`config.mk`:
```
export PLATFORM = sky130hd
export DESIGN_NAME = pbs_battle_core
export DESIGN_NICKNAME = d
export VERILOG_FILES = /design/src/rtl/pbs_pkg.sv /design/src/rtl/pbs_lfsr8.sv /design/src/rtl/pbs_battle_core.sv
export SDC_FILE = /design/constraint.sdc
export NUM_CORES = 1
export LEC_CHECK = 0
export ABC_AREA = 1
export BUFFER_PORTS_ARGS = -buffer_cell sky130_fd_sc_hd__buf_4
export CAP_MARGIN = 0
export CORE_MARGIN = 2
export CORE_UTILIZATION = 44
export DETAILED_ROUTE_END_ITERATION = 8
export PLACE_DENSITY = 0.76
export SLEW_MARGIN = 20
export SYNTH_ARGS = -nofsm -noshare
export SYNTH_HDL_FRONTEND = slang
export SYNTH_SLANG_ARGS = --single-unit
```
`constraint.sdc`:
```
create_clock -name clk -period 8.9 [get_ports clk]
set_input_delay 1.78 -clock clk [delete_from_list [all_inputs] [get_ports clk]]
set_output_delay 1.78 -clock clk [all_outputs]
set_load 0.005 [all_outputs]
```
`src/rtl/pbs_pkg.sv`:
```
// Shared types and constants for the PBS battle core: FSM states, move table,
// accuracy LFSR taps and the saturating HP subtract.
package pbs_pkg;

   typedef enum logic [2:0] {
      ST_IDLE     = 3'd0,
      ST_P_CALC   = 3'd1,
      ST_P_APPLY  = 3'd2,
      ST_AI_CALC  = 3'd3,
      ST_AI_APPLY = 3'd4,
      ST_OVER     = 3'd5
   } state_e;

   // Entry [i] holds the value for move index i.
   localparam logic [3:0][3:0] MOVE_DMG = {4'd4, 4'd3, 4'd2, 4'd1};
   localparam logic [3:0][3:0] MOVE_ACC = {4'd3, 4'd7, 4'd11, 4'd15};

   // Fibonacci taps 8,6,5,4 expressed as bit positions 7,5,4,3.
   localparam logic [7:0] LFSR_TAPS = 8'b1011_1000;

   // Widest HP counter the core supports.
   localparam int unsigned HP_MAX_W = 16;

   function automatic logic [HP_MAX_W-1:0] sat_sub(input logic [HP_MAX_W-1:0] hp,
                                                   input logic [HP_MAX_W-1:0] dmg);
      logic [HP_MAX_W-1:0] res;
      if (dmg >= hp) begin
         res = {HP_MAX_W{1'b0}};
      end else begin
         res = hp - dmg;
      end
      return res;
   endfunction

endpackage

```
`src/rtl/pbs_lfsr8.sv`:
```
// Free-running 8-bit Fibonacci LFSR; a zero seed is replaced by 8'h01 so the
// register can never lock up.
module pbs_lfsr8
   import pbs_pkg::*;
#(
   parameter logic [7:0] SEED = 8'hA5
) (
   input  logic       clk,
   input  logic       rst,
   output logic [7:0] q
);

   localparam logic [7:0] SEED_NZ = (SEED == 8'h00) ? 8'h01 : SEED;

   logic [7:0] lfsr_q;
   logic [7:0] lfsr_d;

   always_comb begin
      lfsr_d = {lfsr_q[6:0], ^(lfsr_q & LFSR_TAPS)};
   end

   always_ff @(posedge clk) begin
      if (rst) begin
         lfsr_q <= SEED_NZ;
      end else begin
         lfsr_q <= lfsr_d;
      end
   end

   assign q = lfsr_q;

endmodule

```
`src/rtl/pbs_battle_core.sv`:
```
// PBS battle core: one go runs a player attack then an AI attack, with accuracy
// roll, saturating HP bookkeeping and latched victory/loss.
module pbs_battle_core
   import pbs_pkg::*;
#(
   parameter int unsigned HP_W       = 4,
   parameter int unsigned HP_INIT_P  = 9,
   parameter int unsigned HP_INIT_AI = 5,
   parameter int unsigned MOVE_W     = 2,
   parameter logic [7:0]  LFSR_SEED  = 8'hA5
) (
   input  logic              clk,
   input  logic              rst,
   input  logic              go,
   input  logic [MOVE_W-1:0] p_move,
   input  logic [MOVE_W-1:0] ai_move,
   input  logic              hit_mode,
   output logic [HP_W-1:0]   p_hp,
   output logic [HP_W-1:0]   ai_hp,
   output logic [HP_W-1:0]   last_dmg,
   output logic              last_hit,
   output logic              busy,
   output logic              turn_done,
   output logic              victory,
   output logic              loss
);

   localparam logic [HP_W-1:0] HP_ZERO   = {HP_W{1'b0}};
   localparam logic [HP_W-1:0] HP_RST_P  = HP_W'(HP_INIT_P);
   localparam logic [HP_W-1:0] HP_RST_AI = HP_W'(HP_INIT_AI);

   state_e              state_q, state_d;
   logic [1:0]          pm_q, pm_d, am_q, am_d;
   logic                hit_q, hit_d;
   logic [HP_W-1:0]     dmg_q, dmg_d;
   logic [HP_W-1:0]     p_hp_q, p_hp_d, ai_hp_q, ai_hp_d;
   logic [HP_W-1:0]     last_dmg_q, last_dmg_d;
   logic                last_hit_q, last_hit_d;
   logic                busy_q, busy_d;
   logic                turn_done_q, turn_done_d;
   logic                victory_q, victory_d, loss_q, loss_d;

   logic [7:0]          lfsr_s;
   logic [3:0]          unused_lfsr_hi_s;
   logic [1:0]          calc_idx_s;
   logic [HP_W-1:0]     tgt_hp_s, rem_hp_s;
   logic [HP_MAX_W-1:0] mv_dmg_w_s, tgt_w_s, dmg_w_s, sub_w_s;

   pbs_lfsr8 #(.SEED(LFSR_SEED)) u_lfsr (
      .clk (clk),
      .rst (rst),
      .q   (lfsr_s)
   );

   assign unused_lfsr_hi_s = lfsr_s[7:4];

   // Shared attack datapath: move lookup for CALC, saturated HP result for APPLY.
   always_comb begin
      calc_idx_s = pm_q;
      tgt_hp_s   = ai_hp_q;
      if (state_q == ST_AI_CALC) begin
         calc_idx_s = am_q;
      end else begin
         calc_idx_s = pm_q;
      end
      if (state_q == ST_AI_APPLY) begin
         tgt_hp_s = p_hp_q;
      end else begin
         tgt_hp_s = ai_hp_q;
      end
      mv_dmg_w_s            = HP_MAX_W'(MOVE_DMG[calc_idx_s]);
      tgt_w_s               = {HP_MAX_W{1'b0}};
      tgt_w_s[HP_W-1:0]     = tgt_hp_s;
      dmg_w_s               = {HP_MAX_W{1'b0}};
      dmg_w_s[HP_W-1:0]     = dmg_q;
      sub_w_s               = sat_sub(tgt_w_s, dmg_w_s);
      if (hit_q) begin
         rem_hp_s = sub_w_s[HP_W-1:0];
      end else begin
         rem_hp_s = tgt_hp_s;
      end
   end

   // Turn sequencer and register next-state.
   always_comb begin
      state_d     = state_q;
      pm_d        = pm_q;
      am_d        = am_q;
      hit_d       = hit_q;
      dmg_d       = dmg_q;
      p_hp_d      = p_hp_q;
      ai_hp_d     = ai_hp_q;
      last_dmg_d  = last_dmg_q;
      last_hit_d  = last_hit_q;
      turn_done_d = 1'b0;
      victory_d   = victory_q;
      loss_d      = loss_q;
      case (state_q)
         ST_IDLE: begin
            if (go) begin
               pm_d    = p_move[1:0];
               am_d    = ai_move[1:0];
               state_d = ST_P_CALC;
            end else begin
               state_d = ST_IDLE;
            end
         end
         ST_P_CALC, ST_AI_CALC: begin
            hit_d = hit_mode | (lfsr_s[3:0] <= MOVE_ACC[calc_idx_s]);
            dmg_d = mv_dmg_w_s[HP_W-1:0];
            if (state_q == ST_P_CALC) begin
               state_d = ST_P_APPLY;
            end else begin
               state_d = ST_AI_APPLY;
            end
         end
         ST_P_APPLY: begin
            ai_hp_d    = rem_hp_s;
            last_dmg_d = ai_hp_q - rem_hp_s;
            last_hit_d = hit_q;
            if (rem_hp_s == HP_ZERO) begin
               victory_d = 1'b1;
               state_d   = ST_OVER;
            end else begin
               state_d = ST_AI_CALC;
            end
         end
         ST_AI_APPLY: begin
            p_hp_d     = rem_hp_s;
            last_dmg_d = p_hp_q - rem_hp_s;
            last_hit_d = hit_q;
            if (rem_hp_s == HP_ZERO) begin
               loss_d  = 1'b1;
               state_d = ST_OVER;
            end else begin
               turn_done_d = 1'b1;
               state_d     = ST_IDLE;
            end
         end
         ST_OVER: begin
            state_d = ST_OVER;
         end
         default: begin
            state_d = ST_IDLE;
         end
      endcase
      case (state_d)
         ST_P_CALC, ST_P_APPLY, ST_AI_CALC, ST_AI_APPLY: busy_d = 1'b1;
         default:                                        busy_d = 1'b0;
      endcase
   end

   // State and output registers.
   always_ff @(posedge clk) begin
      if (rst) begin
         state_q     <= ST_IDLE;
         pm_q        <= 2'd0;
         am_q        <= 2'd0;
         hit_q       <= 1'b0;
         dmg_q       <= HP_ZERO;
         p_hp_q      <= HP_RST_P;
         ai_hp_q     <= HP_RST_AI;
         last_dmg_q  <= HP_ZERO;
         last_hit_q  <= 1'b0;
         busy_q      <= 1'b0;
         turn_done_q <= 1'b0;
         victory_q   <= 1'b0;
         loss_q      <= 1'b0;
      end else begin
         state_q     <= state_d;
         pm_q        <= pm_d;
         am_q        <= am_d;
         hit_q       <= hit_d;
         dmg_q       <= dmg_d;
         p_hp_q      <= p_hp_d;
         ai_hp_q     <= ai_hp_d;
         last_dmg_q  <= last_dmg_d;
         last_hit_q  <= last_hit_d;
         busy_q      <= busy_d;
         turn_done_q <= turn_done_d;
         victory_q   <= victory_d;
         loss_q      <= loss_d;
      end
   end

   assign p_hp      = p_hp_q;
   assign ai_hp     = ai_hp_q;
   assign last_dmg  = last_dmg_q;
   assign last_hit  = last_hit_q;
   assign busy      = busy_q;
   assign turn_done = turn_done_q;
   assign victory   = victory_q;
   assign loss      = loss_q;

endmodule

```
Yosys cells after proc, flatten, opt, wreduce, memory -nomap -nowiden
Cells that the tools add are included.

Add/sub/neg operators: 3. $mul: 0. Divide/modulo/power cells: 0. Order comparisons: 3. Equality and inequality tests: 9. Shift-type cells: 0. Mux-type cells: 16. Bitwise operators: 2. Reductions and logical operators: 11.

Operator list (number): $mux W4 (5); $bmux W4 S2 (2); $pmux W3 S5 (1); $eq A3 B2 Y1 const B (4); $sub A4 B4 Y4 (3); $eq A3 B3 Y1 const B (3); $mux W3 (3); $pmux W4 S2 (1); $reduce_xor A8 Y1 (1); $eq A3 B1 Y1 const B (2); $reduce_and A2 Y1 (3); $reduce_or A2 Y1 (3); $ge A4 B4 Y1 (1); $le A4 B4 Y1 (1); $logic_not A4 Y1 (1); $reduce_or A4 Y1 (1); $logic_not A3 Y1 (1); $lt A2 B3 Y1 const B (1); $mux W1 (3); $mux W2 (1); $reduce_bool A2 Y1 (1); $not A1 Y1 (1); $or A1 B1 Y1 (1).

Bits in registers: 37. Bits in latches: 0. RAM bits: 0. Bits in read-only memories: 0. Input port bits: 8. Output and inout port bits: 17. Memories kept: 0.

Logic depth before layout (Yosys ltp)
Gate-level depths: netlist of run 1.

Depth after elaboration: 11. Gate-level depth with buffers: 19.

Hierarchy
A second synthesis of run 1 with hierarchy kept.

Cell total of the unflattened synthesis: 245. Area, all modules: 1856.8 um2.

By module, submodules not included: pbs_battle_core (times used 1, cells an instance 201, area an instance 1529.0 um2, seq. area each 560.5 um2); pbs_lfsr8 (times used 1, cells an instance 44, area an instance 327.8 um2, seq. area each 160.2 um2).

Least setup slack after synthesis of run 1
OpenSTA, ideal clock, no wires.

Kind: flip-flop to flip-flop. Start point: reg state_q[0]. End point: reg last_dmg_q[3], in the netlist last_dmg[3]. Arrival time: 2.687 ns. Slack: 6.089 ns. Cell stages (with the launch flop): 20. Buffers on the path: 1. Period minus slack after synthesis: 2.811 ns. Path through: dfxtp_1 -> nor2_4 -> nand2_4 -> buf_6 -> o21ai_0 -> ha_1 -> fa_1 -> inv_1 -> nand2_1 -> nand2_1 -> nand2_1 -> nand3_2 -> nand2_1 -> nand2_1 -> inv_1 -> ha_1 -> a21oi_1 -> o21ai_0 -> xnor2_1 -> a21oi_1.

Cells in the longest elaborated chain, start to end: 7. Elaborated cells on any way between the ends: 11. Classes of those cells: add/sub (3); order compare (1); eq/ne (2); mux (4); reduce/logical (1).

Ends and longest elaborated chain: start, declared (RTL line pbs_battle_core.sv:32) `state_e state_q, state_d;`; start signal, assigned (RTL line pbs_battle_core.sv:170) `state_q <= state_d;`; $eq A3 B3 Y1 (RTL line pbs_battle_core.sv:66, pbs_battle_core.sv:98); $mux W4 (RTL line pbs_battle_core.sv:66) `if (state_q == ST_AI_APPLY) begin`; $sub A4 B4 Y4 / $ge A4 B4 Y1 (equally long branches) (RTL line pbs_pkg.sv:30, pbs_pkg.sv:27); $mux W4 (RTL line pbs_pkg.sv:27) `if (dmg >= hp) begin`; $mux W4 (RTL line pbs_battle_core.sv:77) `if (hit_q) begin`; $sub A4 B4 Y4 (on tied branches) (RTL line pbs_battle_core.sv:130, pbs_battle_core.sv:119); $pmux W4 S2 (RTL line pbs_battle_core.sv:98) `case (state_q)`; end signal, assigned (RTL line pbs_battle_core.sv:177) `last_dmg_q <= last_dmg_d;`; end, declared (RTL line pbs_battle_core.sv:37) `logic [HP_W-1:0] last_dmg_q, last_dmg_d;`.

Several ways; a longest one is shown, not always the timed one. A chain may end at the register's enable or synchronous reset.

Worst setup path in the final report of run 1
Start point: reg state_q[2]. End point: reg last_dmg_q[3], in the netlist last_dmg[3].

The elaborated chain is that of the path after synthesis.

==> results of run 1 <==
==> path summary, 6_finish.rpt <==
check	start	to	slack, ps	cells past startpoint
worst max-delay path	state_q[2]	last_dmg[3]	5800	18
worst min-delay path	u_lfsr.q[6]	u_lfsr.q[7]	410	1
worst max register to register	state_q[2]	last_dmg[3]	5800	18
worst min register to register	u_lfsr.q[6]	u_lfsr.q[7]	410	1
==> placed cells by master, fill, tap and decap left out, drive strengths merged <==
cell and count:
buf 24, o211ai 4, inv 37, dfxtp 36, a221oi 1, a21oi 21, nand4 1, fa 2
nand2 39, clkbuf 5, xnor2 2, o21ai 21, a31oi 1, nand3 12, mux2 3, clkinv 3
or2 3, nor3 2, nor2 24, ha 9, xor2 2, o21a 1
==> metrics by stage <==
step	cell area, µm²	setup slack (ps)	util
final	2060	5800	0.551
after global routing	2060	5500	0.551
after CTS	2060	5800	0.551
after detailed placement	1980	5850	0.528
after global placement	1980	5950	0.528
after floorplan	1760	6090	-
==> critical path, stage by stage, from the launching register on <==
cell and delay [ps]:
dfxtp_1 530, nand2_4 170, nand2_1 120, o21ai_0 140
ha_1 240, fa_1 370, inv_1 80, nand2_1 60
nand2_1 70, nand2_1 70, nand3_2 90, nand2_1 50
nand2_1 90, inv_1 80, ha_1 340, a21oi_1 140
o21ai_0 110, xnor2_1 160, a21oi_1 70
==> registers in the layout, indices dropped and copies added (netlist names) <==
register	cells
p_hp	4
hit_q	1
busy	1
pm_q	2
am_q	2
state_q	3
ai_hp	4
last_dmg	4
last_hit	1
victory	1
dmg_q	3
turn_done	1
u_lfsr.q	8
loss	1
==> power breakdown <==
group / total, µW / switching [µW] / internal [µW]
clock: 114 / 59.2 / 54.5
combinational: 111 / 64.4 / 47.0
sequential: 189 / 11.3 / 177
==> layout make-up <==
type                    instances  area, µm²
clock inverters                 3       18.8
multi-input cells             148        876
clock buffers                   5       68.8
inverters                      37        139
fillers                       379       1680
repair buffers                 24        180
flip-flops and latches         36        721
well taps                      48       60.1
==> routing by layer <==
layer / vias to the layer above / wire [µm]
li1: 782 / -
met1: 667 / 1580
met2: 33 / 1740
met3: 7 / 177
met4: 0 / 32
met5: - / 0
==> kinds of logic (layout without fill, tap and decap cells) <==
family / Yosys count / after routing
xor+xnor: 4 / 4
fa+ha+maj: 11 / 11
flops: 36 / 36
mux: 3 / 3
compound gates: 49 / 49
buf+inv: 41 / 69
simple gates: 81 / 81
==> results.md, run 1 <==
- Synth Area in Adders: 0.0868
- Yosys top cell by area: dfxtp_1
- Critical path type: flip-flop to flip-flop
- GRT Resource Usage Total: 0.177
- Crit path max fanout: 15
- Final Setup Violations: 0
- IO Pins: 25
- Max Slew Vio Count: 0
- Worst min path class: flip-flop to flip-flop
- Most common flop cell mapped by yosys: dfxtp_1
- Crit start category: flip-flop
- Hold_buf cts: 0
- FF+latch count, synth: 36
- Fmax: 0.323 GHz
- Met1 Use GR: 0.213
- Largest net degree at the start of global routing: 22
- Syn_area_per_cell: 7.82 µm²
- Clk sink count: 36
- Met2 GRT Util: 0.304
- Maximum capacitance violations: 0
- RSZ-0062 raised after global routing: no
- Asr flop ratio synth: 0
- Post-CTS setup buffers: 0
- First-pass GRT wire length: 5950 µm
- GRT Residual Overflow: 0
- Area grow syn2layout: 17.3%
- Main area contributors after synthesis: dfxtp_1 (41%), inv_1 (7.9%), nand2_1 (7.7%), ha_1 (6.4%), a21oi_1 (6.0%)
- Clk slew on worst S/H paths: 70 ps
- Arr. time, crit path: 3270 ps
- Cells after synthesis: 225
- Placer Congestion: 0.857
- Cell with the most instances after synthesis: inv_1
- Busiest layer in global routing: met2
- Post-synthesis mux area share: 0.0192
- Initial core utilization: 0.470
- Root Driver: clkbuf_8
- Die height: 67.2 µm
- Setup TNS: 0 ps
- Initial antenna violation count: 0
- Die area: 0.00452 mm²
- # DRC: 0
- HPWL after DPL: 2720 µm
- Max VDD drop: 0.000161 V
- H-Tree Level Count: 2
- Final nets: 271
- Vias in the first global route: 1349
- Syn_nets: 244
- Syn Std Cell Area: 0.00176 mm²
- Row cnt: 22
- Synth cell types: 30
- WL/cell: 11.7 µm
- CP Capture Type: flip-flop
- N_diodes: 0
- Seq/Total Area, Yosys: 0.410
- YS warnings: 0
- Antenna viol nets, final: 0
- Core area: 0.00374 mm²
- Via Count: 1489
- XOR/XNOR Fraction of Synth Area: 0.0199
- Combinational family with the most area after synthesis: simple AND/OR/NAND/NOR gates
- Max Root-Sink Buffers: 2
- PostCTS Resize Cnt: 0
- Required time of the critical path: 9070 ps
- Clk Latency, worst-skew pair: 290 ps
- P per Cell Area: 201 mW/mm²
- Placed cell count: 293
- Final-report hold violation count: 0
- Synth Area in Simple Gates: 0.218
- Worst hold slack: 411 ps
- Final Cycle Share: 0.348
- Status: finished, final reports clean
- Post-layout min period: 3100 ps
- Fraction of layout cells with a size suffix above 1: 0.194
- EDFF count, synth: 0
- Die width: 67.2 µm
- Initial detailed-routing violation count: 87
- CTS tree: done
- Non-filler instance count after layout: 301
- Pin slew with the least headroom to its limit: 460 ps
- TritonRoute pass-1 iters: 4
- Total power draw: 414 µW
- Cts bufs inserted: 5
- Port Buf Inserts: 24
- Synth Area in Compound Gates: 0.154
- Leak: 0.00101 µW
- Met3 Track Usage GR: 0.0483
- Synth top area share: 0.410
- Worst slew margin: 0.693
- Total Wirelength: 3540 µm
- Via/cell ratio: 4.95
- Post-synth top cells: inv_1 (37), dfxtp_1 (36), nand2_1 (36), a21oi_1 (21), nor2_1 (21)
- Clk_skew: 7.59 ps
Note: power is estimated with default switching activity, not from simulation.
==> run 2, diff against run 1 <==
Clock period 8.9 ns to 3.05 ns, I/O delays scaled along.
==> results.md, run 2 (synthesis gave the netlist of run 1 again) <==
- Status: finished, final reports clean
- GRT Resource Usage Total: 0.182
- Fmax: 0.356 GHz
- Post-layout min period: 2810 ps
- Area grow syn2layout: 23.0%
- Commonest cells after routing, fill and taps aside: inv_1 (36), nand2_1 (36), dfxtp_1 (36)
- Non-filler instance count after layout: 308
- Clk slew on worst S/H paths: 70 ps
- Max VDD drop: 0.000325 V
- Total Wirelength: 3660 µm
- Crit start category: flip-flop
- Placer Congestion: 0.908
- Total power draw: 1330 µW
- First-pass GRT wire length: 6070 µm
- H-Tree Level Count: 2
- Worst min path class: flip-flop to flip-flop
- Via Count: 1491
- Core area: 0.00374 mm²
- Row cnt: 22
- Internal power: 919 µW
- Die area: 0.00452 mm²
- Critical path type: flip-flop to flip-flop
- CP Capture Type: flip-flop
- Fraction of layout cells with a size suffix above 1: 0.235
- Arr. time, crit path: 2990 ps
- Clk Latency, worst-skew pair: 300 ps
- N_diodes: 0
- Hold_buf cts: 0
- Placed cell count: 296
- Max Slew Vio Count: 0
- Required time of the critical path: 3240 ps
- Cts bufs inserted: 5
- Die width: 67.2 µm
- Initial detailed-routing violation count: 87
- Initial core utilization: 0.470
- Comb pwr share: 0.270
- Clk sink count: 36
- TritonRoute pass-1 iters: 4
- Clk pwr share: 0.318
- Seq pwr share: 0.412
- Port Buf Inserts: 24
- Switching share of power: 0.310
- Leak: 0.00104 µW
- Pin slew with the least headroom to its limit: 484 ps
- Initial antenna violation count: 0
- IO Pins: 25
- Clk_skew: 4.38 ps
- Final nets: 278
- # DRC: 0
- Final-report hold violation count: 0
- Largest net degree at the start of global routing: 22
- Root Driver: clkbuf_8
- Antenna viol nets, final: 0
- Maximum capacitance violations: 0
- Final Cycle Share: 0.920
- Die height: 67.2 µm
- Via/cell ratio: 4.84
- Final Setup Violations: 0
- HPWL after DPL: 2650 µm
- Worst slew margin: 0.677
- Vias in the first global route: 1365
- Max Root-Sink Buffers: 2
- Crit path max fanout: 10
- CTS tree: done
- Max FFs per register: 8
- Worst hold slack: 412 ps
- WL/cell: 11.9 µm
- Sw Pwr: 413 µW
- GRT Residual Overflow: 0
- P per Cell Area: 615 mW/mm²
==> run 2: cell count changes in the layout (fill, tap and decap cells not counted), moves of 2 or more <==
| cell | previous run | this run |
|---|---|---|
| ha_1 | 9 | 6 |
| o21ai_1 | 0 | 2 |
| buf_4 | 24 | 31 |
| ha_2 | 0 | 2 |
| o21ai_0 | 20 | 18 |
==> run 2: final timing paths <==
path,startpoint,endpoint,slack (ps),depth (start not counted)
worst min-delay path,u_lfsr.q[6],u_lfsr.q[7],410,1
worst max register to register,state_q[0],last_dmg[3],240,19
worst max-delay path,state_q[0],last_dmg[3],240,19
worst min register to register,u_lfsr.q[6],u_lfsr.q[7],410,1
==> run 2: critical path: stages, from the launching register on <==
cell     delay (ps)
dfxtp_1         340
nor2_4          160
nand2_4         100
nand2_1         100
o21ai_1         110
ha_2            200
fa_1            350
inv_1            80
nand2_1          60
nand2_1          60
nand2_1          70
nand3_2          90
nand2_1          70
nand2_1         100
inv_2            70
ha_4            240
a21oi_1         140
o21ai_1          90
xnor2_1         160
a21oi_1          80
==> run 2: through the flow <==
| step | TNS [ps] | utilization | worst slack (ps) | instance area (µm²) |
|---|---|---|---|---|
| 6_report | 0 | 0.578 | 244 | 2160 |
| 5_1_grt | -30.4 | 0.578 | -30.4 | 2160 |
| 4_1_cts | 0 | 0.564 | 14.1 | 2110 |
| 3_5_place_dp | 0 | 0.534 | 42.2 | 2000 |
| 3_3_place_gp | 0 | 0.534 | 184 | 2000 |
| 2_1_floorplan | 0 | - | 239 | 1760 |
==> run 2: what timing repair did <==
action	4_1_cts	5_1_grt
endpoints found under the setup margin	0	3
buffers inserted	0	4
resized for setup	0	7
==> run 2: area by class of cell <==
type / count / area (µm²)
clock buffers: 5 / 68.8
multi-input cells: 148 / 901
fillers: 365 / 1580
clock inverters: 3 / 42.5
well taps: 48 / 60.1
inverters: 37 / 139
flip-flops and latches: 36 / 721
repair buffers: 31 / 233
==> run 2: layer usage <==
metal | part of all wire | GRT usage | wire [µm]
met3 | 0.053 | 0.0450 | 194
met5 | 0 | 0 | 0
met1 | 0.46 | 0.225 | 1690
met2 | 0.47 | 0.290 | 1720
met4 | 0.015 | 0.105 | 55
==> run 2: power groups by stage <==
stage	Combinational (µW)	Sequential, µW	Clock [µW]
final	360	549	424
after global routing	413	554	455
after CTS	338	548	430
after detailed placement	333	559	0
after global placement	328	557	0
after floorplan	235	557	0
